--- src/rtl/joypad_arcade_cond_if.sv ---
// Player-input bundle between the pad source and the arcade conditioner.
// Signals: in_* pad levels, vs_in, turbo_en in; p_* conditioned controls out.
interface joypad_arcade_cond_if;
  logic [3:0] in_dpad;
  logic [3:0] in_joy;
  logic [1:0] in_btn;
  logic       in_se;
  logic       in_st;
  logic       vs_in;
  logic [1:0] turbo_en;
  logic [3:0] p_dir;
  logic [1:0] p_fire;
  logic       p_coin;
  logic       p_start;

  modport master (
    output in_dpad, in_joy, in_btn,
    output in_se, in_st, vs_in, turbo_en,
    input  p_dir, p_fire, p_coin, p_start
  );

  modport slave (
    input  in_dpad, in_joy, in_btn,
    input  in_se, in_st, vs_in, turbo_en,
    output p_dir, p_fire, p_coin, p_start
  );
endinterface

--- src/rtl/joypad_arcade_cond.sv ---
// Arcade control conditioner: debounce, SOCD, frame autofire, coin pulse.
// Ports: clk_sys, reset_n (async low), pad (slave: in_* in, p_* out).
module joypad_arcade_cond #(
  parameter int DB_CYCLES    = 48000,
  parameter int TURBO_FRAMES = 2,
  parameter int COIN_CYCLES  = 480000
) (
  input logic             clk_sys,
  input logic             reset_n,
  joypad_arcade_cond_if.slave pad
);

  localparam int DW = $clog2(DB_CYCLES) + 1;
  localparam int TW = $clog2(TURBO_FRAMES) + 1;
  localparam int CW = $clog2(COIN_CYCLES) + 1;

  localparam logic [DW-1:0] DB_LAST = DW'(DB_CYCLES - 1);
  localparam logic [TW-1:0] T_LAST  = TW'(TURBO_FRAMES - 1);
  localparam logic [CW-1:0] C_LAST  = CW'(COIN_CYCLES - 1);

  typedef enum logic {
    C_IDLE,
    C_BUSY
  } coin_st_t;

  // Line map: [3:0] dir, [5:4] {b,a}, [6] select, [7] start
  logic [7:0]         raw;
  logic [7:0]         db_q, db_d;
  logic [7:0][DW-1:0] dcnt_q, dcnt_d;

  logic [3:0]    dir_q, dir_d;
  logic [1:0]    fire_q, fire_d;
  logic          start_q, start_d;

  logic          vs_q;
  logic          frame_tick;
  logic          any_btn;
  logic [TW-1:0] fcnt_q, fcnt_d;
  logic          phase_q, phase_d;

  coin_st_t      cst_q, cst_d;
  logic [CW-1:0] ccnt_q, ccnt_d;
  logic          coin_q, coin_d;
  logic          se_q;
  logic          se_rise;

  assign raw = {pad.in_st, pad.in_se, pad.in_btn,
                pad.in_dpad | pad.in_joy};

  // Counter only runs while raw disagrees; any agreement restarts it
  always_comb begin
    db_d   = db_q;
    dcnt_d = '0;
    for (int i = 0; i < 8; i++) begin
      if (raw[i] != db_q[i]) begin
        if (dcnt_q[i] == DB_LAST) begin
          db_d[i] = raw[i];
        end else begin
          dcnt_d[i] = dcnt_q[i] + 1'b1;
        end
      end
    end
  end

  // Opposing directions cancel each other out
  always_comb begin
    dir_d    = db_q[3:0];
    dir_d[0] = db_q[0] & ~db_q[1];
    dir_d[1] = db_q[1] & ~db_q[0];
    dir_d[2] = db_q[2] & ~db_q[3];
    dir_d[3] = db_q[3] & ~db_q[2];
  end

  assign start_d    = db_q[7];
  assign frame_tick = pad.vs_in & ~vs_q;
  assign any_btn    = |db_q[5:4];

  // Phase parks high while idle so a fresh press fires at once
  always_comb begin
    fcnt_d  = fcnt_q;
    phase_d = phase_q;
    if (!any_btn) begin
      fcnt_d  = '0;
      phase_d = 1'b1;
    end else if (frame_tick) begin
      if (fcnt_q == T_LAST) begin
        fcnt_d  = '0;
        phase_d = ~phase_q;
      end else begin
        fcnt_d = fcnt_q + 1'b1;
      end
    end
  end

  always_comb begin
    fire_d = '0;
    for (int i = 0; i < 2; i++) begin
      fire_d[i] = db_q[4+i] &
                  (pad.turbo_en[i] ? phase_q : 1'b1);
    end
  end

  assign se_rise = db_q[6] & ~se_q;

  // Edges arriving while busy are dropped, not queued
  always_comb begin
    cst_d  = cst_q;
    ccnt_d = ccnt_q;
    coin_d = coin_q;
    unique case (cst_q)
      C_IDLE: begin
        if (se_rise) begin
          cst_d  = C_BUSY;
          coin_d = 1'b1;
          ccnt_d = '0;
        end
      end
      C_BUSY: begin
        if (ccnt_q == C_LAST) begin
          cst_d  = C_IDLE;
          coin_d = 1'b0;
          ccnt_d = '0;
        end else begin
          ccnt_d = ccnt_q + 1'b1;
        end
      end
    endcase
  end

  always_ff @(posedge clk_sys or negedge reset_n) begin
    if (!reset_n) begin
      db_q    <= '0;
      dcnt_q  <= '0;
      dir_q   <= '0;
      fire_q  <= '0;
      start_q <= 1'b0;
      vs_q    <= 1'b0;
      fcnt_q  <= '0;
      phase_q <= 1'b1;
      cst_q   <= C_IDLE;
      ccnt_q  <= '0;
      coin_q  <= 1'b0;
      se_q    <= 1'b0;
    end else begin
      db_q    <= db_d;
      dcnt_q  <= dcnt_d;
      dir_q   <= dir_d;
      fire_q  <= fire_d;
      start_q <= start_d;
      vs_q    <= pad.vs_in;
      fcnt_q  <= fcnt_d;
      phase_q <= phase_d;
      cst_q   <= cst_d;
      ccnt_q  <= ccnt_d;
      coin_q  <= coin_d;
      se_q    <= db_q[6];
    end
  end

  assign pad.p_dir   = dir_q;
  assign pad.p_fire  = fire_q;
  assign pad.p_coin  = coin_q;
  assign pad.p_start = start_q;

endmodule

--- src/flat_wrapper.sv ---
// flat-port wrapper written by rule: the top's interface ports become plain ports
module joypad_arcade_cond_flat 
#(
  parameter int DB_CYCLES    = 48000,
  parameter int TURBO_FRAMES = 2,
  parameter int COIN_CYCLES  = 480000
)
  (clk_sys, reset_n, pad_in_dpad, pad_in_joy, pad_in_btn, pad_in_se, pad_in_st, pad_vs_in, pad_turbo_en, pad_p_dir, pad_p_fire, pad_p_coin, pad_p_start);
  joypad_arcade_cond_if pad_i ();
  input logic clk_sys;
  input logic reset_n;
  input wire logic [$bits(pad_i.in_dpad)-1:0] pad_in_dpad;
  input wire logic [$bits(pad_i.in_joy)-1:0] pad_in_joy;
  input wire logic [$bits(pad_i.in_btn)-1:0] pad_in_btn;
  input wire logic [$bits(pad_i.in_se)-1:0] pad_in_se;
  input wire logic [$bits(pad_i.in_st)-1:0] pad_in_st;
  input wire logic [$bits(pad_i.vs_in)-1:0] pad_vs_in;
  input wire logic [$bits(pad_i.turbo_en)-1:0] pad_turbo_en;
  output wire logic [$bits(pad_i.p_dir)-1:0] pad_p_dir;
  output wire logic [$bits(pad_i.p_fire)-1:0] pad_p_fire;
  output wire logic [$bits(pad_i.p_coin)-1:0] pad_p_coin;
  output wire logic [$bits(pad_i.p_start)-1:0] pad_p_start;
  assign pad_i.in_dpad = pad_in_dpad;
  assign pad_i.in_joy = pad_in_joy;
  assign pad_i.in_btn = pad_in_btn;
  assign pad_i.in_se = pad_in_se;
  assign pad_i.in_st = pad_in_st;
  assign pad_i.vs_in = pad_vs_in;
  assign pad_i.turbo_en = pad_turbo_en;
  assign pad_p_dir = pad_i.p_dir;
  assign pad_p_fire = pad_i.p_fire;
  assign pad_p_coin = pad_i.p_coin;
  assign pad_p_start = pad_i.p_start;
  joypad_arcade_cond #(.DB_CYCLES(DB_CYCLES), .TURBO_FRAMES(TURBO_FRAMES), .COIN_CYCLES(COIN_CYCLES)) u_core (.clk_sys(clk_sys), .reset_n(reset_n), .pad(pad_i));
endmodule
--- config.mk ---
export PLATFORM = sky130hd
export DESIGN_NAME = joypad_arcade_cond_flat
export DESIGN_NICKNAME = d
export VERILOG_FILES = /design/src/rtl/joypad_arcade_cond_if.sv /design/src/rtl/joypad_arcade_cond.sv /design/src/flat_wrapper.sv
export SDC_FILE = /design/constraint.sdc
export NUM_CORES = 1
export LEC_CHECK = 0
export BUFFER_PORTS_ARGS = -buffer_cell sky130_fd_sc_hd__buf_4
export CORE_ASPECT_RATIO = 0.8
export CORE_MARGIN = 8
export CORE_UTILIZATION = 58
export CTS_BUF_LIST = sky130_fd_sc_hd__clkbuf_8
export CTS_CLUSTER_SIZE = 16
export DETAILED_ROUTE_END_ITERATION = 10
export PLACE_DENSITY = 0.86
export SYNTH_ARGS = -nofsm -noshare
export SYNTH_HDL_FRONTEND = slang
export SYNTH_SLANG_ARGS = --single-unit
export TNS_END_PERCENT = 100
--- constraint.sdc ---
create_clock -name clk_sys -period 1.9 [get_ports clk_sys]
set_input_delay 0.38 -clock clk_sys [delete_from_list [all_inputs] [get_ports clk_sys]]
set_output_delay 0.38 -clock clk_sys [all_outputs]
set_load 0.005 [all_outputs]
# Word-level counts from Yosys, hierarchy flattened
# Cells that the tools add are included.
[totals]
out_inout_bits = 8
reg_bits = 178
[classes]
bitwise = 17
reduce_logical = 11
mux = 33
n_addsub = 10
n_eq_ne = 22
[op_table]
columns = ["operator", "count"]
rows = [
  ["$mux 17", 16],
  ["$add 17x1->17 const B", 8],
  ["$eq 17x16->1 const B", 8],
  ["$mux 20", 2],
  ["$pmux 20 s2", 1],
  ["$add 20x1->20 const B", 1],
  ["$eq 20x19->1 const B", 1],
  ["$reduce_and 2->1", 10],
  ["$mux 1", 9],
  ["$and 1x1->1", 8],
  ["$ne 1x1->1", 8],
  ["$not 1->1", 8],
  ["$mux 2", 3],
  ["$ne 2x1->1 const B", 2],
  ["$ne 2x2->1 const B", 2],
  ["$or 4x4->4", 1],
  ["$pmux 1 s2", 2],
  ["$add 2x1->2 const B", 1],
  ["$eq 2x1->1 const B", 1],
  ["$reduce_or 2->1", 1],
]

# Longest topological paths before layout
# Gate-level depths: netlist (run 1).
[logic_depth]
depth_word = 4
mapped_depth = 9
depth_no_buf = 6

# Least setup slack after synthesis (run 1)
# No wires, ideal clock.
[synth_timing]
path_kind = "reg-to-reg"
from = "reg u_core.dcnt_q[17] in the netlist's numbering"
to = "reg u_core.dcnt_q[25] in the netlist's numbering"
path_stages_with_launch = 10
setup_slack_ps = -92
arrival_ps = 1921
setup_ps = 71
required_ps = 1829
path_buffers = 3
cell_sequence = "dfrtp_1 > ha_1 > and4_1 > clkbuf_1 > nor2b_1 > and4_1 > or2_2 > clkbuf_1 > buf_2 > nor2_1"
[synth_rtl]
columns = ["item", "line", "source"]
rows = [
  ["from (decl)", "joypad_arcade_cond.sv:29", "logic [7:0][DW-1:0] dcnt_q, dcnt_d;"],
  ["from (signal assigned)", "joypad_arcade_cond.sv:146", "dcnt_q <= dcnt_d;"],
]

# Worst setup path after layout (run 1)
[layout_timing]
from = "reg u_core.dcnt_q[133] in the netlist's numbering"
to = "reg u_core.db_q[7]"
[layout_between]
elab_chain_cells = 2
[layout_lines]
columns = ["item", "line", "source"]
rows = [
  ["$eq 17x16->1", "joypad_arcade_cond.sv:56", "if (dcnt_q[i] == DB_LAST) begin"],
  ["$reduce_and 2->1 (no source line)", "n/a", ""],
  ["to (signal assigned)", "joypad_arcade_cond.sv:132", "db_q <= '0;"],
  ["to (signal assigned)", "joypad_arcade_cond.sv:145", "db_q <= db_d;"],
  ["to (decl)", "joypad_arcade_cond.sv:28", "logic [7:0] db_q, db_d;"],
]
# Every way passes these cells.
# A chain may end at the register's enable or synchronous reset.

==> results of run 1 <==
-- how the worst min path moves through the flow --
stage | depth (start not counted) | to | startpoint
floorplan | 0 | u_core.ccnt_q[0]$_DFFE_PN0P_ | reset_n
global placement | 1 | u_core.dcnt_q[59]$_DFF_PN0_ | reset_n
detailed placement | 1 | u_core.dcnt_q[60]$_DFF_PN0_ | reset_n
CTS | 1 | u_core.vs_q$_DFF_PN0_ | pad_vs_in
global route | 1 | u_core.vs_q$_DFF_PN0_ | pad_vs_in
finish | 1 | u_core.vs_q$_DFF_PN0_ | pad_vs_in
-- per-stage QoR --
step | cells | worst slack (ns) | power (mW)
after global routing | 1113 | -0.1196 | 6.960
after detailed placement | 1079 | -0.06518 | 4.202
after CTS | 1112 | -0.09274 | 6.755
final | 1113 | -0.07729 | 6.697
after floorplan | 863 | -0.06334 | 4.051
after global placement | 1079 | -0.04441 | 4.192
-- metal layers --
metal / wire length [um] / vias to the layer above / share of wire [%]
met3: 482 / 10 / 3.2
li1: - / 3009 / -
met4: 153 / 0 / 1.0
met5: 0 / - / 0
met2: 7190 / 76 / 48
met1: 7196 / 2922 / 48
-- report_power, final --
| group | internal [mW] | switching [mW] | leakage (nW) |
|---|---|---|---|
| Combinational | 0.0954 | 0.168 | 1.54 |
| Clock | 1.25 | 1.32 | 0.200 |
| Sequential | 3.82 | 0.0356 | 2.44 |
-- flip-flops by register name (all words and copies together), names as in the netlist --
register / flops
u_core.pad.p_dir: 4
u_core.se_q: 1
u_core.pad.p_fire: 2
u_core.fcnt_q: 2
u_core.ccnt_q: 20
u_core.cst_q: 1
u_core.vs_q: 1
u_core.db_q: 8
u_core.phase_q: 1
u_core.pad.p_start: 1
u_core.dcnt_q: 136
u_core.pad.p_coin: 1
-- cell type report --
type                    instances  area (sq um)  area share, %
flip-flops and latches        178          4456          47.43
multi-input cells             638          3731          39.72
repair buffers                 60         506.7          5.394
inverters                      21         78.83         0.8391
clock inverters                12         116.4          1.239
clock buffers                  20         275.3          2.930
well taps                     184         230.2          2.451
-- placed cells by master, fill, tap and decap left out, types with 16 or more instances in the layout --
master    netlist  routed
nor3_1         16      16
nor2_1        175     172
xor2_1         64      64
nand4_1        35      35
nand2_1        70      70
nand3_1        56      56
inv_1          21      24
and3_1         34      33
xnor2_1        63      63
clkbuf_8        1      20
buf_4           0      54
o21ai_0        27      27
dfrtp_1       177     177
-- worst max-delay path, delay by kind of cell (launching register included) --
family	cells	cell delay [ns]
DFF	1	0.39
and+or+nand+nor	3	1.18
muxes	1	0.30
-- kinds of logic after synthesis --
family	synth area share (%)
compound gates	3.581
xor+xnor	13.32
fa+ha+maj	1.349
buf+inv	2.292
flops	53.36
mux	0.7041
simple gates	25.40
-- what timing repair did --
action                                  4_1_cts  5_1_grt
setup buffers                                 0        1
gates resized for setup                       0        8
cloned                                        0        0
hold buffers                                  1        0
pin swaps                                     4        3
endpoints found under the setup margin       16       50
hold endpoints to repair                     42        0
==> results.tsv, run 1 <==
metric	value	unit
clock_sinks	178	
worstSetupPathType	reg -> reg	
vias	6017	
synth_area_leaders	dfrtp_1, nor2_1, xor2_1, xnor2_1, nand3_1	
p_leak	4.178	nW
syn_avg_cell_area	9.676	sq um
critPathMaxFanout	2	
hold_ws	0.03729	ns
min_path_type	in -> reg	
die_h	123.3	um
rsz0062_at_grt	true	
end_kind	flip-flop	
finalCritPeriodShare	104.1	%
synth_edf_count	0	
met2_usage	29.07	%
dr.pass1.iters	5	
status	complete, but fails checks	
track_usage	17.70	%
routabilityCongestion	0.8290	
critPathLaunchType	flip-flop	
drt-total-wl	15.02	mm
worstRegToRegCells	4	
async_flop_share	100.0	%
yosysWarnings	0	
synth.largest_area_cell	dfrtp_1	
ys_seq_elements	178	
final_cell_area	0.009394	sq mm
drcViolationCount	0	
vdd_drop_max	0.6995	mV
drv_slew	0	
post-synth-top-count-cell	dfrtp_1	
clk_pin_slew	0.09	ns
finClkSkew	0.01360	ns
syn_inst	863	
seq_area_frac_synth	53.36	%
die_area	0.01852	sq mm
antenna_cells	0	
busiest_layer	met2	
r2r_end	u_core.db_q[7]$_DFFE_PN0P_	
slew_headroom	57.64	%
cts_tree	yes	
r2r_slack	-0.08	ns
synth_top_flop_cell	dfrtp_1	
synthTopCellsByCount	dfrtp_1, nor2_1, nand2_1, xor2_1, xnor2_1	
area_growth	12.50	%
cts-root-buf	clkbuf_8	
yosysUniqueCellTypes	41	
postRouteAntennaNets	0	
drv_cap	0	
grt_start_max_net_pins	47	
cp_slowest_cell	or4b_1	
grt_first_pass_wirelength	26.76	mm
insertion_delay	0.46	ns
first_global_vias	6007	
timing.rr.start	u_core.dcnt_q[133]$_DFF_PN0_	
max_stage_delay	0.50	ns
cts_buffers	17	
final_layout_size_suffix_gt1_share	11.84	%
grt.overflow.total	0	
min_period	1.977	ns
drtIter0Drc	455	
violations	setup timing	
fin_ws	-0.07729	ns
worst_pin_slew	0.6348	ns
syn_nets	889	
timing.fmax	505.7	MHz
finish.utilization	66.16	%
die_w	150.2	um
start_util	58.81	%
cts_max_level	4	
fillers	1039	
dp.final_hpwl	10.46	mm
hold_violations	0	
crit_start	u_core.dcnt_q[133]$_DFF_PN0_	
gr-usage-met3	3.658	%
crit_chain	or4b_1 > or3_1 > or3_4 > mux2_4	
power_density	712.9	mW/mm^2
routedWlPerCell	13.50	um
crit_required	2.25	ns
row_count	39	
ios	25	
via_per_inst	5.406	
cts_buffer_depth	2	
synth_top_area_share	53.04	%
coreArea	0.01420	sq mm
port_buffers	24	
use_met1	22.63	%
cp.arrival	2.33	ns
fin_nets	942	
antenna_found_initial	0	
crit_end	u_core.db_q[7]$_DFFE_PN0P_	
setup_viol	16	
dpl_cell_area	0.008964	sq mm
fin_setup_tns	-0.3540	ns
synth_area	0.008351	sq mm
Note: power is estimated with default switching activity, not from simulation.
==> inputs of run 2 (changes only) <==
--- a/config.mk
+++ b/config.mk
@@ -6,13 +6,12 @@
 export NUM_CORES = 1
 export LEC_CHECK = 0
 export BUFFER_PORTS_ARGS = -buffer_cell sky130_fd_sc_hd__buf_4
-export CORE_ASPECT_RATIO = 0.8
 export CORE_MARGIN = 8
 export CORE_UTILIZATION = 58
 export CTS_BUF_LIST = sky130_fd_sc_hd__clkbuf_8
 export CTS_CLUSTER_SIZE = 16
 export DETAILED_ROUTE_END_ITERATION = 10
-export PLACE_DENSITY = 0.86
+export PLACE_DENSITY = 0.78
 export SYNTH_ARGS = -nofsm -noshare
 export SYNTH_HDL_FRONTEND = slang
 export SYNTH_SLANG_ARGS = --single-unit
==> run 2 against run 1 <==
Compared with the run above:
- the run still ends with setup timing left
- cell area is 0.77% higher
- first-iteration DRC count is 12% lower
- wire length is 3.0% lower
- hold slack better by 0.051 ns
- highest routed layer unchanged
- maximum frequency is 0.75% higher
- register-to-register slack hardly changed
==> results.tsv, run 2 (same netlist as run 1, synthesis figures left out) <==
metric	value	unit	change
status	complete, but fails checks		
violations	setup timing		
worst_pin_slew	0.5388	ns	-0.09592 ns
hold_violations	0		unchanged
cts_buffer_depth	2		unchanged
largest_registers	u_core.dcnt_q x136, u_core.ccnt_q x20, u_core.db_q x8		
antenna_found_initial	0		unchanged
cts-root-buf	clkbuf_8		
drtIter0Drc	399		-12%
crit_chain	or4b_1 > or3_1 > or3_4 > mux2_4		
routedWlPerCell	13.01	um	-3.6%
coreArea	0.01431	sq mm	+0.80%
cp.arrival	2.31	ns	-0.02 ns
final_common_cell	dfrtp_1		
stdcell_count	1120		+0.63%
finClkSkew	0.01159	ns	-0.002002 ns
slew_headroom	64.04	%	+6.4 points
clock_sinks	178		unchanged
routabilityCongestion	0.8204		-1.0%
end_kind	flip-flop		
fin_nets	949		+0.74%
first_global_vias	5865		-2.4%
setup_viol	5		-11
port_buffers	24		unchanged
via_per_inst	5.370		-0.67%
drv_slew	0		unchanged
power_density	722.7	mW/mm^2	+1.4%
die_w	136.0	um	-9.4%
ios	25		unchanged
insertion_delay	0.46	ns	about the same
dp.final_hpwl	10.10	mm	-3.4%
grt_first_pass_wirelength	25.83	mm	-3.5%
postRouteAntennaNets	0		unchanged
cts_tree	yes		
fin_ws	-0.06250	ns	+0.01479 ns
die_area	0.01849	sq mm	-0.13%
grt_start_max_net_pins	49		+4.3%
area_growth	13.37	%	
p_leak	4.201	nW	+0.54%
cts_max_level	4		unchanged
largest_reg_flops	136		unchanged
crit_family	simple AND/OR/NAND/NOR gates		
grt.overflow.total	0		unchanged
hold_ws	0.08850	ns	+0.05121 ns
dr.pass1.iters	4		-1
clk_pin_slew	0.09	ns	about the same
track_usage	17.04	%	-0.66 points
r2r_slack	-0.06	ns	about the same
layout_common_cells	dfrtp_1, nor2_1, nand2_1		
crit_required	2.25	ns	about the same
min_period	1.963	ns	-0.01479 ns
dp.cells	1084		+0.46%
critPathLaunchType	flip-flop		
vias	6014		-0.050%
drt-total-wl	14.57	mm	-3.0%
cp_slowest_cell	or4b_1		
vdd_drop_max	0.4083	mV	-42%
worst-path-stages	4		unchanged
worstRegToRegCells	4		unchanged
regMostFlops	u_core.dcnt_q		
worstSetupPathType	reg -> reg		
timing.rr.start	u_core.dcnt_q[133]$_DFF_PN0_		
cts_buffers	17		unchanged
row_count	44		+13%
totalPowerFinal	6.842	mW	+2.2%
finalCritPeriodShare	103.3	%	-0.78 points
max_stage_delay	0.51	ns	about the same
rsz0062_at_grt	true		
crit_start	u_core.dcnt_q[133]$_DFF_PN0_		
critPathMaxFanout	2		unchanged
start_util	58.34	%	-0.47 points
die_h	136.0	um	+10%
r2r_end	u_core.db_q[7]$_DFFE_PN0P_		
min_path_type	in -> reg		
drcViolationCount	0		unchanged
timing.fmax	509.6	MHz	+0.75%
antenna_cells	0		unchanged
path_buf_inv	0		unchanged
crit_end	u_core.db_q[7]$_DFFE_PN0P_		
drv_cap	0		unchanged
final_layout_size_suffix_gt1_share	12.50	%	+0.66 points
-- run 2: changes by cell type in the layout (fill, tap and decap cells not counted), sizes merged --
| cell | delta |
|---|---|
| buf | +6 |
| bufinv | +1 |
| clkbuf | -2 |
| clkinv | -2 |
| clkinvlp | +2 |
| dlygate4sd3 | +1 |
| inv | +1 |
-- run 2: worst min path at each step --
| stage | endpoint | slack [ns] | cells after the start | start |
|---|---|---|---|---|
| floorplan | u_core.ccnt_q[0]$_DFFE_PN0P_ | 0.08 | 0 | reset_n |
| global placement | u_core.dcnt_q[47]$_DFF_PN0_ | 0.35 | 1 | reset_n |
| detailed placement | u_core.dcnt_q[47]$_DFF_PN0_ | 0.35 | 1 | reset_n |
| CTS | u_core.pad.p_fire[1]$_DFF_PN0_ | 0.06 | 2 | pad_turbo_en[1] |
| global route | u_core.pad.p_fire[1]$_DFF_PN0_ | 0.08 | 2 | pad_turbo_en[1] |
| finish | u_core.pad.p_fire[0]$_DFF_PN0_ | 0.09 | 2 | pad_turbo_en[0] |
-- run 2: per-stage QoR --
step	setup TNS, ns	instance area [sq um]	util [%]	setup slack (ns)
2_1_floorplan	-0.5211	8369	-	-0.06334
3_3_place_gp	-0.04266	8989	62.80	-0.04266
3_5_place_dp	-0.06121	8989	62.80	-0.05402
4_1_cts	-0.07237	9432	65.89	-0.06113
5_1_grt	-1.250	9467	66.14	-0.1150
6_report	-0.08708	9467	66.14	-0.06250
-- run 2: cell type report --
cell class,count,area [sq um]
sequential,178,4456
fill,1144,4847
multi-input combinational,638,3730
clock inverter,14,175.2
inverter,21,78.83
tap,184,230.2
clock buffer,18,247.7
timing repair buffer,67,549.3
-- run 2: routing by layer --
layer / share of wire [%] / wire (um) / track usage, %
met4: 1.5 / 212 / 6.467
met1: 47 / 6914 / 21.58
met5: 0 / 0 / 0
met2: 49 / 7073 / 27.92
met3: 2.5 / 367 / 3.954
-- run 2: timing repair --
action                                 in CTS  in global routing
hold buffers                                2                  0
buffers inserted                            0                  2
setup endpoints to repair                   7                 25
resized for setup                           0                  7
pin swaps                                   4                  1
endpoints found under the hold margin      43                  0
-- run 2: power breakdown --
part	internal, mW	leakage, nW	switching (mW)
Sequential	3.82	2.44	0.0354
Clock	1.35	0.195	1.37
Combinational	0.0969	1.56	0.168
